File: src/rtl/rob_if.sv
// Dispatch / writeback / retirement bundle between the reorder buffer and its neighbours.
interface rob_if #(
  parameter int ROB_WIDTH = 3,
  parameter int REG_WIDTH = 5
);
  logic                 issue_req;
  logic [REG_WIDTH-1:0] issue_arch_num;
  logic                 issue_ready;
  logic                 issue;
  logic [ROB_WIDTH-1:0] issue_tag;
  logic                 wb_valid;
  logic [ROB_WIDTH-1:0] wb_tag;
  logic [31:0]          wb_data;
  logic                 flush;
  logic                 commit;
  logic [REG_WIDTH-1:0] commit_arch_num;
  logic [ROB_WIDTH-1:0] commit_tag;
  logic [31:0]          commit_data;
  logic                 rf_reset;
  logic [ROB_WIDTH:0]   count;

  modport master (
    output issue_req, issue_arch_num, wb_valid, wb_tag, wb_data, flush,
    input  issue_ready, issue, issue_tag, commit, commit_arch_num, commit_tag,
           commit_data, rf_reset, count
  );

  modport slave (
    input  issue_req, issue_arch_num, wb_valid, wb_tag, wb_data, flush,
    output issue_ready, issue, issue_tag, commit, commit_arch_num, commit_tag,
           commit_data, rf_reset, count
  );
endinterface

File: src/rtl/rob_controller.sv
// In-order reorder buffer: allocates tags at dispatch, captures CDB results, retires from head.
// Optional feature macro ROB_WB_BYPASS_EN: a writeback to the head retires in the same cycle.
module rob_controller #(
  parameter int ROB_WIDTH = 3,
  parameter int REG_WIDTH = 5
) (
  input  logic   clk,
  input  logic   reset,
  rob_if.slave   rob
);

  localparam int                 DEPTH = 1 << ROB_WIDTH;
  localparam logic [ROB_WIDTH:0] FULL  = (ROB_WIDTH + 1)'(DEPTH);

  logic [DEPTH-1:0]     busy_q;
  logic [DEPTH-1:0]     done_q;
  logic [REG_WIDTH-1:0] arch_q [DEPTH];
  logic [31:0]          data_q [DEPTH];
  logic [ROB_WIDTH-1:0] head_q;
  logic [ROB_WIDTH-1:0] tail_q;
  logic [ROB_WIDTH:0]   count_q;

  logic                 head_busy;
  logic                 head_done;
  logic                 wb_accept;
  logic                 issue_ready_c;
  logic                 issue_c;
  logic                 commit_c;
  logic [31:0]          commit_data_c;
`ifdef ROB_WB_BYPASS_EN
  logic                 bypass_c;
`endif

  always_comb begin
    head_busy     = busy_q[head_q];
    head_done     = done_q[head_q];
    wb_accept     = rob.wb_valid && busy_q[rob.wb_tag] && !done_q[rob.wb_tag];
    // Fullness uses the registered count only, so a same-cycle commit never frees a slot.
    issue_ready_c = reset && !rob.flush && (count_q < FULL);
    issue_c       = rob.issue_req && issue_ready_c;
`ifdef ROB_WB_BYPASS_EN
    bypass_c      = wb_accept && (rob.wb_tag == head_q);
    commit_c      = reset && !rob.flush && head_busy && (head_done || bypass_c);
    commit_data_c = head_done ? data_q[head_q] : rob.wb_data;
`else
    commit_c      = reset && !rob.flush && head_busy && head_done;
    commit_data_c = data_q[head_q];
`endif
  end

  assign rob.issue_ready     = issue_ready_c;
  assign rob.issue           = issue_c;
  assign rob.issue_tag       = tail_q;
  assign rob.commit          = commit_c;
  assign rob.commit_tag      = head_q;
  assign rob.commit_arch_num = arch_q[head_q];
  assign rob.commit_data     = commit_data_c;
  assign rob.rf_reset        = rob.flush || !reset;
  assign rob.count           = count_q;

  // Control state: pointers, occupancy and per-entry status bits.
  always_ff @(posedge clk) begin
    if (!reset || rob.flush) begin
      head_q  <= '0;
      tail_q  <= '0;
      count_q <= '0;
      busy_q  <= '0;
      done_q  <= '0;
    end else begin
      if (wb_accept) begin
        done_q[rob.wb_tag] <= 1'b1;
      end
      // Retire after the writeback update so a bypassed head leaves with done clear.
      if (commit_c) begin
        busy_q[head_q] <= 1'b0;
        done_q[head_q] <= 1'b0;
        head_q         <= head_q + ROB_WIDTH'(1);
      end
      if (issue_c) begin
        busy_q[tail_q] <= 1'b1;
        done_q[tail_q] <= 1'b0;
        tail_q         <= tail_q + ROB_WIDTH'(1);
      end
      case ({issue_c, commit_c})
        2'b10:   count_q <= count_q + (ROB_WIDTH + 1)'(1);
        2'b01:   count_q <= count_q - (ROB_WIDTH + 1)'(1);
        default: count_q <= count_q;
      endcase
    end
  end

  // Payload storage is never reset; busy/done decide whether it is meaningful.
  always_ff @(posedge clk) begin
    if (wb_accept) begin
      data_q[rob.wb_tag] <= rob.wb_data;
    end
    if (issue_c) begin
      arch_q[tail_q] <= rob.issue_arch_num;
    end
  end

endmodule

File: src/flat_wrapper.sv
// flat-port wrapper written by rule: the top's interface ports become plain ports
module rob_controller_flat 
#(
  parameter int ROB_WIDTH = 3,
  parameter int REG_WIDTH = 5
)
  (clk, reset, rob_issue_req, rob_issue_arch_num, rob_wb_valid, rob_wb_tag, rob_wb_data, rob_flush, rob_issue_ready, rob_issue, rob_issue_tag, rob_commit, rob_commit_arch_num, rob_commit_tag, rob_commit_data, rob_rf_reset, rob_count);
  rob_if #(.ROB_WIDTH(ROB_WIDTH), .REG_WIDTH(REG_WIDTH)) rob_i ();
  input  logic clk;
  input  logic reset;
  input wire logic [$bits(rob_i.issue_req)-1:0] rob_issue_req;
  input wire logic [$bits(rob_i.issue_arch_num)-1:0] rob_issue_arch_num;
  input wire logic [$bits(rob_i.wb_valid)-1:0] rob_wb_valid;
  input wire logic [$bits(rob_i.wb_tag)-1:0] rob_wb_tag;
  input wire logic [$bits(rob_i.wb_data)-1:0] rob_wb_data;
  input wire logic [$bits(rob_i.flush)-1:0] rob_flush;
  output wire logic [$bits(rob_i.issue_ready)-1:0] rob_issue_ready;
  output wire logic [$bits(rob_i.issue)-1:0] rob_issue;
  output wire logic [$bits(rob_i.issue_tag)-1:0] rob_issue_tag;
  output wire logic [$bits(rob_i.commit)-1:0] rob_commit;
  output wire logic [$bits(rob_i.commit_arch_num)-1:0] rob_commit_arch_num;
  output wire logic [$bits(rob_i.commit_tag)-1:0] rob_commit_tag;
  output wire logic [$bits(rob_i.commit_data)-1:0] rob_commit_data;
  output wire logic [$bits(rob_i.rf_reset)-1:0] rob_rf_reset;
  output wire logic [$bits(rob_i.count)-1:0] rob_count;
  assign rob_i.issue_req = rob_issue_req;
  assign rob_i.issue_arch_num = rob_issue_arch_num;
  assign rob_i.wb_valid = rob_wb_valid;
  assign rob_i.wb_tag = rob_wb_tag;
  assign rob_i.wb_data = rob_wb_data;
  assign rob_i.flush = rob_flush;
  assign rob_issue_ready = rob_i.issue_ready;
  assign rob_issue = rob_i.issue;
  assign rob_issue_tag = rob_i.issue_tag;
  assign rob_commit = rob_i.commit;
  assign rob_commit_arch_num = rob_i.commit_arch_num;
  assign rob_commit_tag = rob_i.commit_tag;
  assign rob_commit_data = rob_i.commit_data;
  assign rob_rf_reset = rob_i.rf_reset;
  assign rob_count = rob_i.count;
  rob_controller #(.ROB_WIDTH(ROB_WIDTH), .REG_WIDTH(REG_WIDTH)) u_core (.clk(clk), .reset(reset), .rob(rob_i));
endmodule
File: config.mk
export PLATFORM = sky130hd
export DESIGN_NAME = rob_controller_flat
export DESIGN_NICKNAME = d
export VERILOG_FILES = /design/src/rtl/rob_if.sv /design/src/rtl/rob_controller.sv /design/src/flat_wrapper.sv
export SDC_FILE = /design/constraint.sdc
export NUM_CORES = 1
export LEC_CHECK = 0
export ABC_AREA = 1
export BUFFER_PORTS_ARGS = -buffer_cell sky130_fd_sc_hd__clkbuf_2
export CORE_MARGIN = 2
export CORE_UTILIZATION = 40
export CTS_BUF_LIST = sky130_fd_sc_hd__clkbuf_16
export CTS_CLUSTER_SIZE = 10
export DETAILED_ROUTE_END_ITERATION = 10
export GPL_TIMING_DRIVEN = 0
export PLACE_DENSITY = 0.61
export SLEW_MARGIN = 15
export SYNTH_ARGS = -nofsm -noshare
export SYNTH_HDL_FRONTEND = slang
export SYNTH_SLANG_ARGS = --single-unit
File: constraint.sdc
create_clock -name clk -period 4.6 [get_ports clk]
set_input_delay 0.92 -clock clk [delete_from_list [all_inputs] [get_ports clk]]
set_output_delay 0.92 -clock clk [all_outputs]
set_load 0.02 [all_outputs]
=== Yosys cells after proc, flatten, opt, wreduce, memory -nomap -nowiden ===
Memories as Yosys holds them, arrays and structs flattened. A register that Yosys moved wholly into a read port is not among the register bits.
Cells that the tools add are included.

* Flip-flop bits (word level): 26
* RAM bits: 296
* Input port bits: 45
* Output and inout port bits: 51
* Logic and storage cells: 73
* Memories: 2

* Add/sub/neg operators: 4
* Magnitude comparators: 7
* Equal/unequal tests: 2
* Mux-type cells: 31
* Bitwise operators: 7
* Reduce and logical (&&, ||, !) cells: 15

{| class="wikitable"
|+ Memory list
! memory !! words !! width !! rd ports !! clocked after Yosys merged registers in !! wr ports !! RTL line !! source
|-
| u_core.data_q || 8 || 32 || 1 || 1 || 1 || rob_controller.sv:18 || <nowiki>logic [31:0] data_q [DEPTH];</nowiki>
|-
| u_core.arch_q || 8 || 5 || 1 || 1 || 1 || rob_controller.sv:17 || <nowiki>logic [REG_WIDTH-1:0] arch_q [DEPTH];</nowiki>
|}

{| class="wikitable"
|+ Operators by type and width
! operator !! count
|-
| $mux W8 || 8
|-
| $and A8 B8 Y8 || 3
|-
| $not A8 Y8 || 2
|-
| $or A8 B8 Y8 || 2
|-
| $bmux W1 S3 || 4
|-
| $lt A3 B4 Y1 const B || 3
|-
| $mux W3 || 4
|-
| $mux W1 || 11
|-
| $logic_and A1 B1 Y1 || 10
|-
| $demux W1 S3 || 3
|-
| $ge A3 B1 Y1 const B || 3
|-
| $pmux W4 S2 || 1
|-
| $add A3 B1 Y3 const B || 2
|-
| $add A4 B1 Y4 const B || 1
|-
| $lt A4 B4 Y1 const B || 1
|-
| $sub A4 B1 Y4 const B || 1
|-
| $logic_not A1 Y1 || 3
|-
| $eq A2 B1 Y1 const B || 1
|-
| $eq A2 B2 Y1 const B || 1
|-
| $reduce_bool A2 Y1 || 1
|-
| $logic_or A1 B1 Y1 || 1
|}

=== Longest topological paths before layout ===
Gate-level depths: netlist of run 1.

* Depth after elaboration: 12
* Depth in mapped cells: 19
* Gate-level depth less buffers: 18

=== Worst setup path before layout of run 1 ===
No wires, ideal clock.

* Path kind: input to register
* From: in rob_wb_tag[0]
* To: mem u_core.data_q[7][0], enable pin
* Library setup time: 421 ps
* Arrival time: 3106 ps
* Required time: 4179 ps
* Setup slack: 1073 ps
* Cell stages on the path: 9
* Path buffers: 2
* Path through: clkbuf_2 buf_2 nand4_1 nand2_1 inv_1 nand3_1 nor2_4 nand2_1 nor2_1

* Cells in the longest elaborated chain, start to end: 6
* Elaborated cells between the ends (all ways): 9
* Those cells by class: mux (6); reduce/logical (3)

{| class="wikitable"
|+ RTL lines
! item !! RTL line !! source
|-
| start: declaration || flat_wrapper.sv:14 || <nowiki>input wire logic [$bits(rob_i.wb_tag)-1:0] rob_wb_tag;</nowiki>
|-
| $bmux W1 S3 || rob_controller.sv:37 || <nowiki>wb_accept = rob.wb_valid && busy_q[rob.wb_tag] && !done_q[rob.wb_tag];</nowiki>
|-
| $mux W1 (implied by the code) || rob_controller.sv:37 ||
|-
| $logic_and A1 B1 Y1 / $logic_not A1 Y1 (equally long branches) || rob_controller.sv:37 ||
|-
| $logic_and A1 B1 Y1 || rob_controller.sv:37 ||
|-
| $mux W1 || rob_controller.sv:94 || <nowiki>if (wb_accept) begin</nowiki>
|-
| $mux W1 (implied by the code) || rob_controller.sv:95 || <nowiki>data_q[rob.wb_tag] <= rob.wb_data;</nowiki>
|-
| end: declaration || rob_controller.sv:18 ||
|}

Parallel ways exist; a longest one is shown, timed or not. The select of a mux whose other input is x is not followed.

==> results of run 1 <==
==> sequential cells by signal, summed over array words and instances (netlist names), named ones only <==
name and count:
u_core.rob.issue_tag 3, u_core.busy_q 8, u_core.arch_q 40, u_core.rob.count 4, u_core.rob.commit_tag 3, u_core.done_q 8
u_core.data_q 256
==> metrics by stage <==
step | power (W) | cell area [sq um] | setup TNS (ps) | setup slack [ps]
floorplan | 0.00332 | 13300 | 0 | 1070
global placement | 0.00338 | 14300 | -12200 | -386
detailed placement | 0.00338 | 14500 | 0 | 1360
CTS | 0.00599 | 15600 | 0 | 749
global route | 0.00613 | 15600 | 0 | 671
finish | 0.00595 | 15600 | 0 | 775
==> metal layers <==
layer  wire length [um]  up-vias  global-route usage [%]
li1                   -     4410                       -
met1              14500     4412                    25.7
met2              16200      296                    31.8
met3               1940       59                    3.10
met4                747        6                    5.77
met5                 44        -                       0
==> layout make-up <==
| cell class | count | area (sq um) | share of cell area [%] |
|---|---|---|---|
| inverters | 73 | 277 | 1.77 |
| repair buffers | 100 | 628 | 4.03 |
| flip-flops and latches | 325 | 9470 | 60.7 |
| well taps | 442 | 553 | 3.55 |
| clock buffers | 39 | 976 | 6.26 |
| multi-input cells | 714 | 3310 | 21.2 |
| plain buffers | 66 | 294 | 1.89 |
| clock inverters | 16 | 85.1 | 0.546 |
==> Yosys cell counts (2+ instances only) <==
| cell type | number |
|---|---|
| nand3b_1 | 2 |
| clkbuf_1 | 40 |
| nand3_2 | 2 |
| buf_2 | 15 |
| o21ai_0 | 157 |
| a31oi_1 | 37 |
| nor2_2 | 3 |
| nor2_1 | 299 |
| o22ai_1 | 37 |
| dfxtp_1 | 29 |
| nor3_1 | 9 |
| inv_1 | 66 |
| edfxtp_1 | 296 |
| nand2_2 | 6 |
| nor2_4 | 6 |
| nand3_1 | 38 |
| o21ai_1 | 3 |
| nand4_1 | 6 |
| buf_1 | 5 |
| ha_1 | 5 |
| a21oi_1 | 8 |
| nand2_1 | 94 |
| buf_4 | 4 |
| inv_2 | 6 |
==> worst max-delay path, stage by stage (launching register included) <==
cell and delay, ps:
dfxtp_1 340, inv_1 80, clkbuf_1 410, clkbuf_1 510
o21ai_0 210, o22ai_1 170, nor2_1 60, a31oi_1 350
clkbuf_2 250
==> power by group through the flow <==
stage	Combinational, W	Sequential (W)	Clock, W
after floorplan	0.0000316	0.00329	0
after global placement	0.0000910	0.00329	0
after detailed placement	0.0000948	0.00329	0
after CTS	0.0000950	0.00322	0.00267
after global routing	0.000106	0.00322	0.00280
final	0.0000941	0.00323	0.00263
==> kinds of logic (layout without fill, tap and decap cells) <==
| logic type | Yosys count | after routing | synth area share, % |
|---|---|---|---|
| AND/OR/NAND/NOR | 465 | 465 | 14.3 |
| flip-flops | 325 | 325 | 71.0 |
| AO/OA/AOI/OAI | 243 | 243 | 9.85 |
| buffers and inverters | 139 | 294 | 4.28 |
| adder cells (fa/ha/maj) | 5 | 5 | 0.469 |
| XOR/XNOR | 1 | 1 | 0.0657 |
==> final timing paths <==
kind / to / slack, ps / from / cells after the start
max reg2reg: u_core.rob.count[3] / 2050 / u_core.rob.commit_tag[1] / 14
max: rob_commit_arch_num[2] / 770 / flop / 8
min: u_core.busy_q[4] / 480 / u_core.busy_q[4] / 2
min reg2reg: u_core.busy_q[4] / 480 / u_core.busy_q[4] / 2
==> cell usage in the layout, fill, tap and decap left out, drive strengths merged <==
cell / Yosys / routed
a21oi: 8 / 8
a31oi: 37 / 37
buf: 25 / 33
clkbuf: 41 / 172
clkinv: 0 / 4
dfxtp: 29 / 29
edfxtp: 296 / 296
ha: 5 / 5
inv: 73 / 85
nand2: 100 / 100
nand3: 40 / 40
nand3b: 2 / 2
nand4: 6 / 6
nor2: 308 / 308
nor3: 9 / 9
o21ai: 160 / 160
o221ai: 1 / 1
o22ai: 37 / 37
xor2: 1 / 1
==> out/results.ini, run 1 <==
[synth]
avgSynthCellArea_sq_um=11.3
ys.flop_type=edfxtp_1
synth-edff-count=296
ys_ff_latch=325
ys_warn_count=0
syn_inst=1178
yosys-top-cells-area=edfxtp_1 (67%), nor2_1 (8.4%), o21ai_0 (5.9%)
syn_area_sq_um=13300
synth_top_area_share_pct=66.7
yosysSeqAreaShare_pct=71.0
ys_types=29
async_reset_ff_share_pct=0
post-synth-top-area-cell=edfxtp_1
synthesis.nets=1228

[timing]
period_share_pct=83.2
slew_headroom_pct=22.8
rsz0062_at_grt=no
hold_viol=0
max_freq_mhz=261
finalCriticalPeriod_ps=3830
slew_viol_final=0
finClkSkew_ps=14.5
whs_ps=477
tightest_slew_ps=1150
setup_viol=0

[power]
clockPowerShare_pct=44.2
p_int_w=0.00477
p_seq_share_pct=54.2
switching_share_pct=19.9
switching_power_w=0.00118
power.leakage_nw=5.67
peakVddDrop_mv=0.237
comb_power_share_pct=1.6
p_per_area_nw_per_um2=381

[final_layout]
synthToLayoutAreaGrowth_pct=17.0
nets=1369
stdcell_count=1775
fin_util_pct=47.7
drive_above_1_share_pct=14.9
fillers=3016
antennaDiodeCount=0

[cts]
cts_htree_levels=2
numCtsBuffers=39
cts_resized=0
ctsHoldBuffers=0
cts_buffer_depth=3
insertion_delay_ps=530
cts.clk_slew.worst_paths_ps=50
root_buffer=clkbuf_16
post_cts_buffers=0
cts_tree=done
cts.sinks=325

[placed_design]
place_congestion=0.837
hpwl_um=21200
dp_cells=1720
port_buffers=92

[setup_path]
worstSetupPathType=reg -> out
worstPathRequired_ps=3680
end_kind=output pin
crit_arrival_ps=2910
crit_path_start_kind=flop
path_max_fanout=10

[global_routing]
grt_usage_pct=19.0
antenna_found_initial=3
gr-total-overflow=0
grt_pass1_wl_um=51100
grt_max_degree=31
grt_pass1_vias=8870

[route]
first_iter_violations=722
drc=0
drt-vias-per-instance=5.17
totalWireLength_um=33500
vias=9183
avgRoutedWirePerCell_um=18.9
firstDrtPassIters=5
antenna_left=0

[die]
die_w_um=187
die_area_sq_um=34800
die_h_um=187
coreArea_sq_um=32700
ios=96
core.rowCount=66
start_util_pct=40.8

[min_path]
holdCritPathClass=reg -> reg

[job]
max_cap_violations=0

[outcome]
outcome=finished, final reports clean

Note: power is estimated with default switching activity, not from simulation.
==> run 2, diff against run 1 <==
--- a/config.mk
+++ b/config.mk
@@ -5,7 +5,7 @@
 export SDC_FILE = /design/constraint.sdc
 export NUM_CORES = 1
 export LEC_CHECK = 0
-export ABC_AREA = 1
+export ABC_AREA = 0
 export BUFFER_PORTS_ARGS = -buffer_cell sky130_fd_sc_hd__clkbuf_2
 export CORE_MARGIN = 2
 export CORE_UTILIZATION = 40
@@ -13,7 +13,7 @@
 export CTS_CLUSTER_SIZE = 10
 export DETAILED_ROUTE_END_ITERATION = 10
 export GPL_TIMING_DRIVEN = 0
-export PLACE_DENSITY = 0.61
+export PLACE_DENSITY = 0.63
 export SLEW_MARGIN = 15
 export SYNTH_ARGS = -nofsm -noshare
 export SYNTH_HDL_FRONTEND = slang
==> constraint.sdc (replaced) <==
create_clock -name clk -period 3.3 [get_ports clk]
set_input_delay 0.66 -clock clk [delete_from_list [all_inputs] [get_ports clk]]
set_output_delay 0.66 -clock clk [all_outputs]
set_load 0.02 [all_outputs]
==> run 2 against run 1 <==
Global-route usage shrank 3.1 points. Largest power group unchanged. Critical endpoint is now rob_commit_data[12]. Critical path depth shrank 3. Final cell count shrank 33%. Design area shrank 3.2%. Synthesized area shrank 4.9%. Clock skew grew 8.6 ps.
==> out/results.ini, run 2 <==
[die]
die_h_um=182
die_area_sq_um=33100
ios=96
start_util_pct=40.4
die_w_um=182
coreArea_sq_um=31400
core.rowCount=65

[cts]
insertion_delay_ps=520
cts_tree=done
cts_htree_levels=2
cts.sinks=325
ctsHoldBuffers=0
cts.clk_slew.worst_paths_ps=50
numCtsBuffers=38
cts_buffer_depth=3
root_buffer=clkbuf_16
post_cts_buffers=0

[setup_path]
r2r_setup_slack_ps=280
crit_path_start_kind=flop
end_kind=output pin
path_cells=buf_2 > clkbuf_4 > mux4_2 > mux2_2 > clkbuf_2
r2r_end=u_core.rob.count[2]
worstSetupPathType=reg -> out
r2r_start=u_core.rob.commit_tag[1]
critPathCapture=rob_commit_data[12]
ff2ff_path_depth=12
crit_arrival_ps=2470
worstPathRequired_ps=2640
critical_path_buf_inv_count=3
crit_cells=5
cp_slowest_stage_delay_ps=540
path_max_fanout=10
slowest_stage=mux4_2
cp_top_family=multiplexers

[route]
antenna_left=0
firstDrtPassIters=5
totalWireLength_um=25900
avgRoutedWirePerCell_um=21.8
drt-vias-per-instance=5.37
vias=6359
drc=0
first_iter_violations=447

[synth]
synth-edff-count=296
synth_top_area_share_pct=70.1
async_reset_ff_share_pct=0
ys_warn_count=0
synthesis.nets=671
avgSynthCellArea_sq_um=20.4
ys_types=48
yosys-top-cells-area=edfxtp_1 (70%), mux4_2 (13%), dfxtp_1 (4.6%)
ys.flop_type=edfxtp_1
ys_ff_latch=325
synth_common_cells=edfxtp_1 (296), mux4_2 (75), mux2_2 (39)
post-synth-top-area-cell=edfxtp_1
synth_most_common_cell=edfxtp_1
syn_inst=621
yosysSeqAreaShare_pct=74.7
syn_area_sq_um=12700

[global_routing]
grt_max_degree=23
grt_usage_pct=15.9
grt_pass1_vias=6654
antenna_found_initial=1
grt_pass1_wl_um=39500
gr-total-overflow=0

[power]
power.leakage_nw=4.91
p_per_area_nw_per_um2=539
power.total_w=0.00813
peakVddDrop_mv=0.308

[final_layout]
stdcell_count=1185
fin_util_pct=48.1
regMostFlops=u_core.data_q
fillers=2611
largest_reg_flops=256
layout_commonest_cell=edfxtp_1
final_area_sq_um=15100
synthToLayoutAreaGrowth_pct=19.0
final_cell_mix=edfxtp_1 (296), clkbuf_2 (103), mux4_2 (75)
drive_above_1_share_pct=39.5
nets=823
reg_top3=u_core.data_q (256), u_core.arch_q (40)

[timing]
slew_viol_final=0
hold_viol=0
slew_headroom_pct=40.1
rsz0062_at_grt=no
setup_viol=0
period_share_pct=95.0
finClkSkew_ps=23.2
tns_ps=0
finalCriticalPeriod_ps=3130
max_freq_mhz=319
tightest_slew_ps=892

[placed_design]
dp_cells=1136
place_congestion=0.802
hpwl_um=17100
port_buffers=94
place_area_sq_um=14000

[job]
max_cap_violations=0

[outcome]
outcome=finished, final reports clean

[min_path]
holdCritPathClass=in -> reg

run 2: changes by cell type after synthesis, moves of 25 or more:
cell,delta
nor2_1,-275
o21ai_0,-150
nand2_1,-77
mux4_2,+75
inv_1,-54
mux2_2,+39
o22ai_1,-36
a31oi_1,-35
nand3_1,-34
clkbuf_1,-25
run 2: metrics by stage:
stage	worst slack [ps]	hold slack, ps
2_1_floorplan	-539	459
3_3_place_gp	-2600	499
3_5_place_dp	-190	497
4_1_cts	5.55	402
5_1_grt	13.1	424
6_report	165	424
run 2: cell families (layout without fill, tap and decap cells):
kind of cell	count (synthesis)	in the layout	share of synthesized area [%]
flops	325	325	74.7
mux	121	121	17.3
simple gates	84	84	3.55
compound gates	42	42	2.33
buf+inv	40	201	1.32
fa+ha+maj	5	5	0.493
xor+xnor	4	4	0.276
other cells	0	1	0
run 2: layout make-up:
type,count,area (sq um),area share (%)
sequential,325,9470,62.7
multi-input combinational,256,3150,20.9
clock buffer,39,976,6.47
timing repair buffer,113,752,4.98
tap,402,503,3.33
buffer,27,148,0.978
inverter,12,45.0,0.298
clock inverter,10,42.5,0.282
antenna,1,2.50,0.0166
run 2: what timing repair did:
item,4_1_cts,5_1_grt
endpoints found under the setup margin,37,33
gates resized for setup,13,6
pin swaps,0,0
run 2: per-layer routing:
layer	vias to the layer above	routed length (um)	global-route usage [%]
met2	166	12300	25.5
met4	0	382	3.61
met1	3312	11800	22.4
met3	35	1440	3.65
met5	-	0	0
li1	2846	-	-
run 2: worst min-delay path by stage:
stage                                start             endpoint  slack, ps  cells after the start
after floorplan           u_core.busy_q[2]     u_core.busy_q[2]        460                      2
after global placement    u_core.busy_q[2]     u_core.busy_q[2]        500                      2
after detailed placement  u_core.busy_q[2]     u_core.busy_q[2]        500                      2
after CTS                   rob_wb_data[1]  u_core.data_q[6][1]        400                      1
after global routing        rob_wb_data[2]  u_core.data_q[2][2]        420                      1
final                       rob_wb_data[1]  u_core.data_q[6][1]        420                      1
run 2: where the power goes:
part           internal, W  switching (W)  total, W
combinational    0.0000335      0.0000847  0.000118
sequential         0.00449     0.00000195   0.00449
clock              0.00209        0.00143   0.00351
==> run 3, diff against run 2 <==
--- a/config.mk
+++ b/config.mk
@@ -5,7 +5,7 @@
 export SDC_FILE = /design/constraint.sdc
 export NUM_CORES = 1
 export LEC_CHECK = 0
-export ABC_AREA = 0
+export ABC_AREA = 1
 export BUFFER_PORTS_ARGS = -buffer_cell sky130_fd_sc_hd__clkbuf_2
 export CORE_MARGIN = 2
 export CORE_UTILIZATION = 40
==> run 3 against run 2 <==
Global-route usage increased by 2.7 points. Clock power increased by 4%. Final cell count increased by 50%. Hold slack got worse by 4.4 ps. Register-to-register slack improved by 400 ps. Utilization decreased by 0.19 points. Wire length increased by 26%. Clock skew decreased by 2.1 ps. Critical path depth increased by 2. Design area increased by 3.8%. Sequential cell count unchanged. Clock-buffer cell count unchanged. Critical path type unchanged. Largest cell class unchanged. Largest power group unchanged.
==> out/results.ini, run 3 (same netlist as run 1, synthesis figures left out) <==
[outcome]
outcome=finished, final reports clean

[cts]
insertion_delay_ps=520
numCtsBuffers=39
root_buffer=clkbuf_16
cts.sinks=325
cts_buffer_depth=3
cts.clk_slew.worst_paths_ps=50
cts_tree=done
cts_htree_levels=2
ctsHoldBuffers=0

[power]
power.leakage_nw=5.70
comb_power_share_pct=1.6
clockPowerShare_pct=44.0
power.total_w=0.00827
p_per_area_nw_per_um2=528
switching_power_w=0.00163
p_int_w=0.00664
p_seq_share_pct=54.4
peakVddDrop_mv=0.283
switching_share_pct=19.7

[route]
avgRoutedWirePerCell_um=18.4
drt-vias-per-instance=5.16
totalWireLength_um=32700
first_iter_violations=614
antenna_left=0
drc=0
vias=9158
firstDrtPassIters=6

[die]
die_w_um=187
core.rowCount=66
die_area_sq_um=34800
ios=96
coreArea_sq_um=32700
die_h_um=187
start_util_pct=40.8

[final_layout]
seqCellArea_sq_um=9470
largest_reg_flops=256
fillers=3029
regMostFlops=u_core.data_q
synthToLayoutAreaGrowth_pct=17.5
fin_util_pct=47.9
layout_commonest_cell=nor2_1
drive_above_1_share_pct=16.1
reg_top3=u_core.data_q (256), u_core.arch_q (40)
final_cell_mix=nor2_1 (298), edfxtp_1 (296), o21ai_0 (157)
nets=1369
stdcell_count=1775
multi_input_area_sq_um=3330

[timing]
whs_ps=419
slew_viol_final=0
finClkSkew_ps=21.1
finalCriticalPeriod_ps=3180
tightest_slew_ps=1100
period_share_pct=96.3
setup_slack_ps=124
slew_headroom_pct=26.0
rsz0062_at_grt=no
hold_viol=0
max_freq_mhz=315
setup_viol=0

[setup_path]
worstSetupPathType=reg -> out
path_cells=buf_2 > clkbuf_1 > o21ai_0 > o22ai_1 > nor2_1 > a31oi_1 > clkbuf_2
crit_path_start_kind=flop
crit_arrival_ps=2520
slowest_stage=clkbuf_1
path_max_fanout=10
end_kind=output pin
cp_slowest_stage_delay_ps=440
worstPathRequired_ps=2640

[placed_design]
hpwl_um=21000
port_buffers=92
dp_cells=1720
place_congestion=0.845
post-place-ws_ps=310

[global_routing]
gr-total-overflow=0
grt_pass1_wl_um=50600
grt_max_degree=31
grt_usage_pct=18.6
grt_pass1_vias=9010
antenna_found_initial=2

[job]
max_cap_violations=0

[min_path]
holdCritPathClass=in -> reg

-- run 3: cell count changes in the layout (fill, tap and decap cells not counted), sizes merged, moves of 5 or more --
cell / change
a31oi: +35
mux2i: -7
o22ai: +36
nand2b: -5
clkbuf: +27
nor2b: -5
nand3: +36
o21ai: +153
mux2: -39
nand2: +83
nor2: +284
mux4: -75
inv: +62
-- run 3: timing repair --
| action | 4_1_cts | 5_1_grt |
|---|---|---|
| setup buffers | 0 | 0 |
| resized for setup | 8 | 21 |
| endpoints found under the hold margin | 0 | 0 |
| setup endpoints to repair | 10 | 23 |
| cloned | 0 | 0 |
-- run 3: layout make-up --
cell class	instances	share of cell area, %
well taps	442	3.53
inverters	73	1.77
multi-input cells	714	21.3
diodes	1	0.0160
clock inverters	15	0.551
plain buffers	66	2.09
flip-flops and latches	325	60.5
clock buffers	39	6.23
repair buffers	100	4.06
-- run 3: path summary, 6_finish.rpt --
check	from	endpoint	slack (ps)	cells past startpoint
worst min register to register	u_core.busy_q[6]	u_core.busy_q[6]	470	2
worst max-delay path	flop	rob_commit_data[29]	120	7
worst min-delay path	rob_wb_data[31]	u_core.data_q[2][31]	420	1
worst max register to register	u_core.rob.commit_tag[0]	u_core.rob.count[2]	680	18
-- run 3: critical path, delay by kind of cell, from the launching register on --
family                 cells  cell delay, ps
AO/OA/AOI/OAI              3             660
buffers and inverters      3             900
flip-flops                 1             380
AND/OR/NAND/NOR            1              60
-- run 3: per-layer routing --
layer	share of wire [%]	vias up	GRT usage, %
met3	7.2	56	4.06
met5	0.040	-	0
met2	49	294	32.2
met4	1.9	2	4.79
li1	-	4415	-
met1	42	4391	23.7
-- run 3: power groups by stage --
stage	Clock (W)	Combinational, W	Sequential [W]
after detailed placement	0	0.000132	0.00458
after global routing	0.00386	0.000147	0.00449
after floorplan	0	0.0000440	0.00458
after global placement	0	0.000127	0.00458
final	0.00364	0.000132	0.00450
after CTS	0.00371	0.000133	0.00450
-- run 3: through the flow --
step,instance area (sq um),TNS [ps]
2_1_floorplan,13300,0
3_3_place_gp,14300,-56390
3_5_place_dp,14500,0
4_1_cts,15600,0
5_1_grt,15700,0
6_report,15700,0
